[config.mk]
export PLATFORM = sky130hd
export DESIGN_NAME = y86_stage_reg_flat
export DESIGN_NICKNAME = d
export VERILOG_FILES = /design/src/rtl/y86_stage_reg_pkg.sv /design/src/rtl/y86_stage_reg_if.sv /design/src/rtl/y86_stage_reg_sat_counter.sv /design/src/rtl/y86_stage_reg.sv /design/src/flat_wrapper.sv
export SDC_FILE = /design/constraint.sdc
export NUM_CORES = 1
export LEC_CHECK = 0
export ABC_AREA = 1
export CORE_ASPECT_RATIO = 1.2
export CORE_MARGIN = 5
export CORE_UTILIZATION = 36
export CTS_CLUSTER_SIZE = 16
export DETAILED_ROUTE_END_ITERATION = 8
export GPL_TIMING_DRIVEN = 0
export PLACE_DENSITY = 0.85
export SLEW_MARGIN = 0
export SYNTH_ARGS = -nofsm -noshare
export SYNTH_HDL_FRONTEND = slang
export SYNTH_SLANG_ARGS = --single-unit
[constraint.sdc]
create_clock -name clk -period 0.8 [get_ports clk]
set_clock_uncertainty 0.05 [all_clocks]
set_input_delay 0.08 -clock clk [delete_from_list [all_inputs] [get_ports clk]]
set_output_delay 0.08 -clock clk [all_outputs]
set_load 0.01 [all_outputs]
[src/rtl/y86_stage_reg_pkg.sv]
// Shared Y86 constants: status codes, instruction codes, register IDs and the
// default field widths used by the pipeline stage registers.
package y86_stage_reg_pkg;

    localparam int DEF_WORD_W  = 64;
    localparam int DEF_ICODE_W = 4;
    localparam int DEF_REG_W   = 4;
    localparam int DEF_STAT_W  = 3;

    typedef enum logic [2:0] {
        SAOK = 3'h1,
        SHLT = 3'h2,
        SADR = 3'h3,
        SINS = 3'h4
    } stat_e;

    localparam logic [3:0] IHALT   = 4'h0;
    localparam logic [3:0] INOP    = 4'h1;
    localparam logic [3:0] IRRMOVQ = 4'h2;
    localparam logic [3:0] IIRMOVQ = 4'h3;
    localparam logic [3:0] IRMMOVQ = 4'h4;
    localparam logic [3:0] IMRMOVQ = 4'h5;
    localparam logic [3:0] IOPQ    = 4'h6;
    localparam logic [3:0] IJXX    = 4'h7;
    localparam logic [3:0] ICALL   = 4'h8;
    localparam logic [3:0] IRET    = 4'h9;
    localparam logic [3:0] IPUSHQ  = 4'hA;
    localparam logic [3:0] IPOPQ   = 4'hB;

    localparam logic [3:0] RNONE   = 4'hF;

endpackage

[src/rtl/y86_stage_reg_if.sv]
// Bundle between pipeline control/upstream stage (master) and a stage register (slave).
interface y86_stage_reg_if
    import y86_stage_reg_pkg::*;
#(
    parameter int WORD_W  = DEF_WORD_W,
    parameter int ICODE_W = DEF_ICODE_W,
    parameter int REG_W   = DEF_REG_W,
    parameter int STAT_W  = DEF_STAT_W
);
    logic               stall;
    logic               bubble;
    logic [STAT_W-1:0]  in_stat;
    logic [ICODE_W-1:0] in_icode;
    logic               in_cnd;
    logic [WORD_W-1:0]  in_valE;
    logic [WORD_W-1:0]  in_valA;
    logic [REG_W-1:0]   in_dstE;
    logic [REG_W-1:0]   in_dstM;

    logic [STAT_W-1:0]  out_stat;
    logic [ICODE_W-1:0] out_icode;
    logic               out_cnd;
    logic [WORD_W-1:0]  out_valE;
    logic [WORD_W-1:0]  out_valA;
    logic [REG_W-1:0]   out_dstE;
    logic [REG_W-1:0]   out_dstM;
    logic               out_valid;
    logic               ctl_err;

    modport master (
        output stall, bubble, in_stat, in_icode, in_cnd, in_valE, in_valA, in_dstE, in_dstM,
        input  out_stat, out_icode, out_cnd, out_valE, out_valA, out_dstE, out_dstM,
               out_valid, ctl_err
    );

    modport slave (
        input  stall, bubble, in_stat, in_icode, in_cnd, in_valE, in_valA, in_dstE, in_dstM,
        output out_stat, out_icode, out_cnd, out_valE, out_valA, out_dstE, out_dstM,
               out_valid, ctl_err
    );

endinterface

[src/rtl/y86_stage_reg_sat_counter.sv]
// Saturating up-counter with synchronous clear; used for stage-register event statistics.
module sat_counter #(
    parameter int WIDTH = 32
) (
    input  logic             clk,
    input  logic             clr,
    input  logic             inc,
    output logic [WIDTH-1:0] count
);

    always_ff @(posedge clk) begin
        if (clr) begin
            count <= '0;
        end else if (inc && (count != {WIDTH{1'b1}})) begin
            count <= count + 1'b1;
        end
    end

endmodule

[src/rtl/y86_stage_reg.sv]
// Generic Y86 pipeline stage register with stall/bubble control and an illegal-control flag.
// Optional macro Y86_STAGE_PERF_EN adds saturating bubble/stall/load event counters.
module y86_stage_reg
    import y86_stage_reg_pkg::*;
#(
    parameter int                 WORD_W    = DEF_WORD_W,
    parameter int                 ICODE_W   = DEF_ICODE_W,
    parameter int                 REG_W     = DEF_REG_W,
    parameter int                 STAT_W    = DEF_STAT_W,
    parameter logic [ICODE_W-1:0] NOP_ICODE = ICODE_W'(INOP),
    parameter logic [STAT_W-1:0]  BUB_STAT  = STAT_W'(SAOK),
    parameter logic [REG_W-1:0]   RNONE     = REG_W'(y86_stage_reg_pkg::RNONE)
) (
    input  logic            clk,
    input  logic            rst,
    y86_stage_reg_if.slave  bus
`ifdef Y86_STAGE_PERF_EN
    ,
    output logic [31:0]     perf_bubbles,
    output logic [31:0]     perf_stalls,
    output logic [31:0]     perf_loads
`endif
);

    logic [STAT_W-1:0]  stat_q;
    logic [ICODE_W-1:0] icode_q;
    logic               cnd_q;
    logic [WORD_W-1:0]  val_e_q;
    logic [WORD_W-1:0]  val_a_q;
    logic [REG_W-1:0]   dst_e_q;
    logic [REG_W-1:0]   dst_m_q;
    logic               valid_q;
    logic               err_q;

    // Reset and bubble share the NOP bundle; a stall simply leaves every field untouched.
    always_ff @(posedge clk) begin
        if (rst || bus.bubble) begin
            stat_q  <= BUB_STAT;
            icode_q <= NOP_ICODE;
            cnd_q   <= 1'b0;
            val_e_q <= '0;
            val_a_q <= '0;
            dst_e_q <= RNONE;
            dst_m_q <= RNONE;
            valid_q <= 1'b0;
        end else if (!bus.stall) begin
            stat_q  <= bus.in_stat;
            icode_q <= bus.in_icode;
            cnd_q   <= bus.in_cnd;
            val_e_q <= bus.in_valE;
            val_a_q <= bus.in_valA;
            dst_e_q <= bus.in_dstE;
            dst_m_q <= bus.in_dstM;
            valid_q <= 1'b1;
        end
    end

    always_ff @(posedge clk) begin
        if (rst) begin
            err_q <= 1'b0;
        end else begin
            err_q <= bus.stall && bus.bubble;
        end
    end

    assign bus.out_stat  = stat_q;
    assign bus.out_icode = icode_q;
    assign bus.out_cnd   = cnd_q;
    assign bus.out_valE  = val_e_q;
    assign bus.out_valA  = val_a_q;
    assign bus.out_dstE  = dst_e_q;
    assign bus.out_dstM  = dst_m_q;
    assign bus.out_valid = valid_q;
    assign bus.ctl_err   = err_q;

`ifdef Y86_STAGE_PERF_EN
    logic do_bubble;
    logic do_stall;
    logic do_load;

    // A stall+bubble edge is accounted as a bubble, matching what the payload actually did.
    assign do_bubble = !rst && bus.bubble;
    assign do_stall  = !rst && bus.stall && !bus.bubble;
    assign do_load   = !rst && !bus.stall && !bus.bubble;

    sat_counter #(.WIDTH(32)) u_bubble_cnt (
        .clk   (clk),
        .clr   (rst),
        .inc   (do_bubble),
        .count (perf_bubbles)
    );

    sat_counter #(.WIDTH(32)) u_stall_cnt (
        .clk   (clk),
        .clr   (rst),
        .inc   (do_stall),
        .count (perf_stalls)
    );

    sat_counter #(.WIDTH(32)) u_load_cnt (
        .clk   (clk),
        .clr   (rst),
        .inc   (do_load),
        .count (perf_loads)
    );
`endif

endmodule

[src/flat_wrapper.sv]
// flat-port wrapper written by rule: the top's interface ports become plain ports
module y86_stage_reg_flat import y86_stage_reg_pkg::*;
#(
    parameter int                 WORD_W    = DEF_WORD_W,
    parameter int                 ICODE_W   = DEF_ICODE_W,
    parameter int                 REG_W     = DEF_REG_W,
    parameter int                 STAT_W    = DEF_STAT_W,
    parameter logic [ICODE_W-1:0] NOP_ICODE = ICODE_W'(INOP),
    parameter logic [STAT_W-1:0]  BUB_STAT  = STAT_W'(SAOK),
    parameter logic [REG_W-1:0]   RNONE     = REG_W'(y86_stage_reg_pkg::RNONE)
)
  (clk, rst, bus_stall, bus_bubble, bus_in_stat, bus_in_icode, bus_in_cnd, bus_in_valE, bus_in_valA, bus_in_dstE, bus_in_dstM, bus_out_stat, bus_out_icode, bus_out_cnd, bus_out_valE, bus_out_valA, bus_out_dstE, bus_out_dstM, bus_out_valid, bus_ctl_err);
  y86_stage_reg_if #(.WORD_W(WORD_W), .ICODE_W(ICODE_W), .REG_W(REG_W), .STAT_W(STAT_W)) bus_i ();
  input  logic clk;
  input  logic rst;
  input wire logic [$bits(bus_i.stall)-1:0] bus_stall;
  input wire logic [$bits(bus_i.bubble)-1:0] bus_bubble;
  input wire logic [$bits(bus_i.in_stat)-1:0] bus_in_stat;
  input wire logic [$bits(bus_i.in_icode)-1:0] bus_in_icode;
  input wire logic [$bits(bus_i.in_cnd)-1:0] bus_in_cnd;
  input wire logic [$bits(bus_i.in_valE)-1:0] bus_in_valE;
  input wire logic [$bits(bus_i.in_valA)-1:0] bus_in_valA;
  input wire logic [$bits(bus_i.in_dstE)-1:0] bus_in_dstE;
  input wire logic [$bits(bus_i.in_dstM)-1:0] bus_in_dstM;
  output wire logic [$bits(bus_i.out_stat)-1:0] bus_out_stat;
  output wire logic [$bits(bus_i.out_icode)-1:0] bus_out_icode;
  output wire logic [$bits(bus_i.out_cnd)-1:0] bus_out_cnd;
  output wire logic [$bits(bus_i.out_valE)-1:0] bus_out_valE;
  output wire logic [$bits(bus_i.out_valA)-1:0] bus_out_valA;
  output wire logic [$bits(bus_i.out_dstE)-1:0] bus_out_dstE;
  output wire logic [$bits(bus_i.out_dstM)-1:0] bus_out_dstM;
  output wire logic [$bits(bus_i.out_valid)-1:0] bus_out_valid;
  output wire logic [$bits(bus_i.ctl_err)-1:0] bus_ctl_err;
  assign bus_i.stall = bus_stall;
  assign bus_i.bubble = bus_bubble;
  assign bus_i.in_stat = bus_in_stat;
  assign bus_i.in_icode = bus_in_icode;
  assign bus_i.in_cnd = bus_in_cnd;
  assign bus_i.in_valE = bus_in_valE;
  assign bus_i.in_valA = bus_in_valA;
  assign bus_i.in_dstE = bus_in_dstE;
  assign bus_i.in_dstM = bus_in_dstM;
  assign bus_out_stat = bus_i.out_stat;
  assign bus_out_icode = bus_i.out_icode;
  assign bus_out_cnd = bus_i.out_cnd;
  assign bus_out_valE = bus_i.out_valE;
  assign bus_out_valA = bus_i.out_valA;
  assign bus_out_dstE = bus_i.out_dstE;
  assign bus_out_dstM = bus_i.out_dstM;
  assign bus_out_valid = bus_i.out_valid;
  assign bus_ctl_err = bus_i.ctl_err;
  y86_stage_reg #(.WORD_W(WORD_W), .ICODE_W(ICODE_W), .REG_W(REG_W), .STAT_W(STAT_W), .NOP_ICODE(NOP_ICODE), .BUB_STAT(BUB_STAT), .RNONE(RNONE)) u_core (.clk(clk), .rst(rst), .bus(bus_i));
endmodule
### Word level (Yosys, flattened, before mapping)

Index checks and enable logic that the tools add are counted.

| cells by class | value |
|---|---|
| reduce and logical (&&, ||, !) cells | 2 |

Operators by type and width:

| kind | number |
|---|---|
| 1-bit logical AND | 1 |
| 1-bit logical OR | 1 |

| word-level totals | value |
|---|---|
| bits of input ports | 148 |
| flip-flop bits (word level) | 146 |

### Longest topological paths before layout

| depth | value |
|---|---|
| depth in word-level cells | 1 |
| mapped depth | 6 |

### Least setup slack after synthesis

Ideal clock, no wire load.

| timing path | value |
|---|---|
| kind | input -> register |
| from | input port bus_stall |
| to | register u_core.val_a_q[0], in the netlist u_core.bus.out_valA[0] |
| setup slack | -0.080 ns |
| stages | 6 |
| buffers on the path | 3 |
| library setup time | 0.113 ns |
| data required time | 0.637 ns |
| arrival time | 0.717 ns |
| cell sequence | buf_2 -> buf_2 -> buf_2 -> nand2_1 -> nand2_1 -> nor2_1 |

RTL lines:

| item | line | RTL |
|---|---|---|
| start: declaration | flat_wrapper.sv:16 | `input wire logic [$bits(bus_i.stall)-1:0] bus_stall;` |
| end signal: assignment | y86_stage_reg.sv:51 | `val_a_q <= bus.in_valA;` |
| end: declaration | y86_stage_reg.sv:29 | `logic [WORD_W-1:0] val_a_q;` |

### Final worst setup path

| timing path | value |
|---|---|
| from | register u_core.val_e_q[28], in the netlist u_core.bus.out_valE[28] |
| to | output port bus_out_valE[28] |

RTL lines:

| item | line | RTL |
|---|---|---|
| start: declaration | y86_stage_reg.sv:28 | `logic [WORD_W-1:0] val_e_q;` |
| start signal: assignment | y86_stage_reg.sv:50 | `val_e_q <= bus.in_valE;` |
| end: declaration | flat_wrapper.sv:28 | `output wire logic [$bits(bus_i.out_valE)-1:0] bus_out_valE;` |

No word-level cell between the ends.

==> summary.txt <==
Place
  • DP Worst Slack: -0.876 ns
  • Post-detailed-placement half-perimeter wirelength: 14.4 mm
  • Number of I/O port buffers: 292
  • Placer's final routability congestion estimate: 0.805

Critical path
  • Beginning of the worst register-to-register path: u_core.bus.out_valE[27]$_SDFFE_PP0N_
  • CP Data Required Time: 0.67 ns
  • Critical setup path kind: reg -> out
  • Highest net fanout along the worst path: 2
  • Number of cells on the worst reg-to-reg path: 5
  • Max incr delay on CP: 0.35 ns
  • Largest delay share family, worst path: flip-flops
  • Cells along the critical path: buf_6
  • Startpoint kind of the worst setup timing path: register
  • Critical R2R Capture: u_core.bus.out_valE[27]$_SDFFE_PP0N_
  • Kind of end point of the critical path: output pin
  • Worst Path Buf+Inv: 1
  • Register-to-register setup slack: 0 ns
  • CP max-delay cell: sky130_fd_sc_hd__dfxtp_2
  • Data arrival time of the critical path: 0.88 ns

Pwr
  • Maximum resistive drop on vdd: 1400 µV
  • Standby leakage power: 4.94 nW
  • Total power: 18.9 mW
  • Total power density per cell area: 1820 mW/mm²

Detailed routing
  • Detailed Route Iter0 Violations: 186
  • Average via count per standard cell: 4.27
  • Post-detailed-route count of antenna-violating nets: 0
  • Post-route DRC: 0
  • Routed WL: 20.2 mm
  • Number of vias in the routed layout: 6236
  • First-pass iteration count of the detailed router: 4
  • Detailed-route wire length per cell: 13.8 µm

Timing
  • Final min period: 1.01 ns
  • Worst-case setup margin in the final layout: -0.214 ns
  • Final hold vios: 0
  • Achievable Freq: 0.987 GHz
  • Setup repair after global routing missed its margin: true
  • Number of pins with negative max-slew slack in the final report: 0
  • Slew @ Worst Pin: 0.412 ns
  • Slew Limit Headroom: 72.6%
  • Final period util: 127%
  • Worst hold margin: 0.0236 ns
  • Final-report setup violation count: 149
  • Aggregate negative setup slack: -26.81 ns

Floorplanning
  • Cell Rows: 51
  • Die outline height: 149 µm
  • Initial Utilization: 36.2%
  • Width of the die: 126 µm
  • Placeable Area: 0.0161 mm²
  • Overall die area: 0.0188 mm²
  • I/O pins: 294

GRT
  • First-pass GRT wire length: 30.4 mm
  • Final global-route overflow total: 0
  • Vias in the first global route: 6079
  • Total GRT Usage: 20.3%
  • Number of antenna violations at the first check in global routing: 0
  • Maximum number of pins on one net before global-route repair: 17

Clock tree
  • Sink Count: 146
  • Root Buffer Master: sky130_fd_sc_hd__clkbuf_16
  • TritonCTS clock tree: done
  • Deepest level of the CTS H-tree: 4
  • Maximum number of buffers from clock root to sink: 2
  • Clock network latency to the later pin of the worst-skew pair: 0.41 ns
  • Clk pin slew, worst setup/hold paths: 0.06 ns
  • Num CTS Buffers: 17

Worst hold path
  • Hold Path End: u_core.bus.out_valid$_SDFFE_PP0N_
  • Hold Crit Depth: 3
  • Min-delay worst type: in -> reg
  • Startpoint of the most critical hold path: bus_stall

Run status
  • Result of the run: finished, violations left
  • Violated checks: negative setup slack

Finish
  • Layout cell share with drive strength beyond 1: 33.4%
  • Post-layout util: 64.5%
  • Net count reported at finish: 1382
  • Antenna diode count: 0
  • Number of filler cells placed in the layout: 1314
  • Area growth from synthesis to layout: 78.2%

Synthesis
  • Syn_nets: 1046
  • Summed instance area of the synthesized netlist: 0.00582 mm²
  • Synth top area share: 50.2%
  • Cell taking the most area after synthesis: sky130_fd_sc_hd__dfxtp_1
  • Cell count after synthesis: 898
  • Post-synth cell types: 10
  • Seq/Total Area, Yosys: 50.2%
  • Mean post-synth cell area: 6.48 µm²
  • Number of flip-flops and latches in the synthesized netlist: 146
  • Top cells by area, synth: sky130_fd_sc_hd__dfxtp_1 (50%), sky130_fd_sc_hd__nand2_1 (19%), sky130_fd_sc_hd__nor2_1 (17%), sky130_fd_sc_hd__inv_1 (8.7%), sky130_fd_sc_hd__buf_2 (2.3%)
  • YS warnings: 0

Flow run
  • # Max-Cap Violations: 0
## area by class of cell
type                    instances  area (µm²)  area share (%)
repair buffers                317        3330            32.1
flip-flops and latches        146        3110            29.9
multi-input cells             570        2190            21.1
inverters                     135         507            4.88
clock buffers                  24         492            4.74
plain buffers                  47         387            3.73
well taps                     212         265            2.56
clock inverters                 8         101           0.977
## registers in the layout, summed over array words and instances, names as in the netlist
name                  count
u_core.bus.out_stat       3
u_core.bus.out_icode      4
u_core.bus.out_valid      1
u_core.bus.out_valE      64
u_core.bus.out_dstE       4
u_core.bus.out_valA      64
u_core.bus.out_cnd        1
u_core.bus.out_dstM       4
u_core.bus.ctl_err        1
## cell usage after synthesis
library cell and n:
sky130_fd_sc_hd__buf_2 27, sky130_fd_sc_hd__buf_4 5, sky130_fd_sc_hd__clkbuf_1 15, sky130_fd_sc_hd__dfxtp_1 146, sky130_fd_sc_hd__inv_1 135, sky130_fd_sc_hd__nand2_1 289, sky130_fd_sc_hd__nand3_1 10, sky130_fd_sc_hd__nor2_1 269
sky130_fd_sc_hd__nor2_4 1, sky130_fd_sc_hd__o21a_1 1
## metal layers
metal,vias up,routed length (µm),GRT usage [%]
met3,53,1610,8.06
met2,214,10500,37.4
li1,3217,-,-
met1,2752,7270,20.0
met4,0,755,9.07
met5,-,0,0
## timing repair
item	in CTS	in global routing
hold buffers	1	0
pin swaps	1	6
gates resized for setup	905	49
buffers inserted	12	16
hold endpoints to repair	2	0
cloned	0	0
setup endpoints to repair	291	227
## cell families (layout without fill, tap and decap cells)
group / count (synthesis) / after routing / share of synthesized area, %
AND/OR/NAND/NOR: 569 / 569 / 37.0
buffers and inverters: 182 / 531 / 12.6
flip-flops: 146 / 146 / 50.2
AO/OA/AOI/OAI: 1 / 1 / 0.129
## metrics by stage
step	cell area, µm²	std cells
CTS	10200	1447
detailed placement	9090	1402
floorplan	5910	898
global route	10400	1459
finish	10400	1459
global placement	9090	1402
## placed cells by master, fill, tap and decap left out, types with 4 or more instances in the layout
cell type	n
sky130_fd_sc_hd__clkbuf_4	4
sky130_fd_sc_hd__nand2_2	4
sky130_fd_sc_hd__buf_6	160
sky130_fd_sc_hd__nand3_1	9
sky130_fd_sc_hd__clkbuf_1	4
sky130_fd_sc_hd__clkbuf_16	17
sky130_fd_sc_hd__clkbuf_2	8
sky130_fd_sc_hd__dfxtp_2	146
sky130_fd_sc_hd__clkbuf_8	5
sky130_fd_sc_hd__clkdlybuf4s50_1	144
sky130_fd_sc_hd__inv_1	120
sky130_fd_sc_hd__inv_2	15
sky130_fd_sc_hd__nor2_2	5
sky130_fd_sc_hd__nand2_1	285
sky130_fd_sc_hd__buf_4	38
sky130_fd_sc_hd__nor2_1	264
## where the power goes
group	switching, mW	leakage [nW]	internal [mW]
registers	0.226	1.25	7.66
clock network	3.07	0.282	4.92
logic	1.29	3.41	1.75
total	4.59	4.94	14.3
## how the worst max path moves through the flow
| stage | slack, ns | endpoint | depth (start not counted) | from |
|---|---|---|---|---|
| after floorplan | -0.006 | u_core.bus.out_icode[1]$_SDFFE_PP0N_ | 5 | bus_stall |
| after global placement | -0.87 | u_core.bus.out_valE[1]$_SDFFE_PP0N_ | 5 | bus_bubble |
| after detailed placement | -0.88 | u_core.bus.out_valE[5]$_SDFFE_PP0N_ | 5 | bus_bubble |
| after CTS | -0.22 | bus_out_valA[32] | 1 | u_core.bus.out_valA[32]$_SDFFE_PP0N_ |
| after global routing | -0.24 | bus_out_valE[28] | 1 | u_core.bus.out_valE[28]$_SDFFE_PP0N_ |
| final | -0.21 | bus_out_valE[28] | 1 | u_core.bus.out_valE[28]$_SDFFE_PP0N_ |
(Power assumes the default switching activity.)
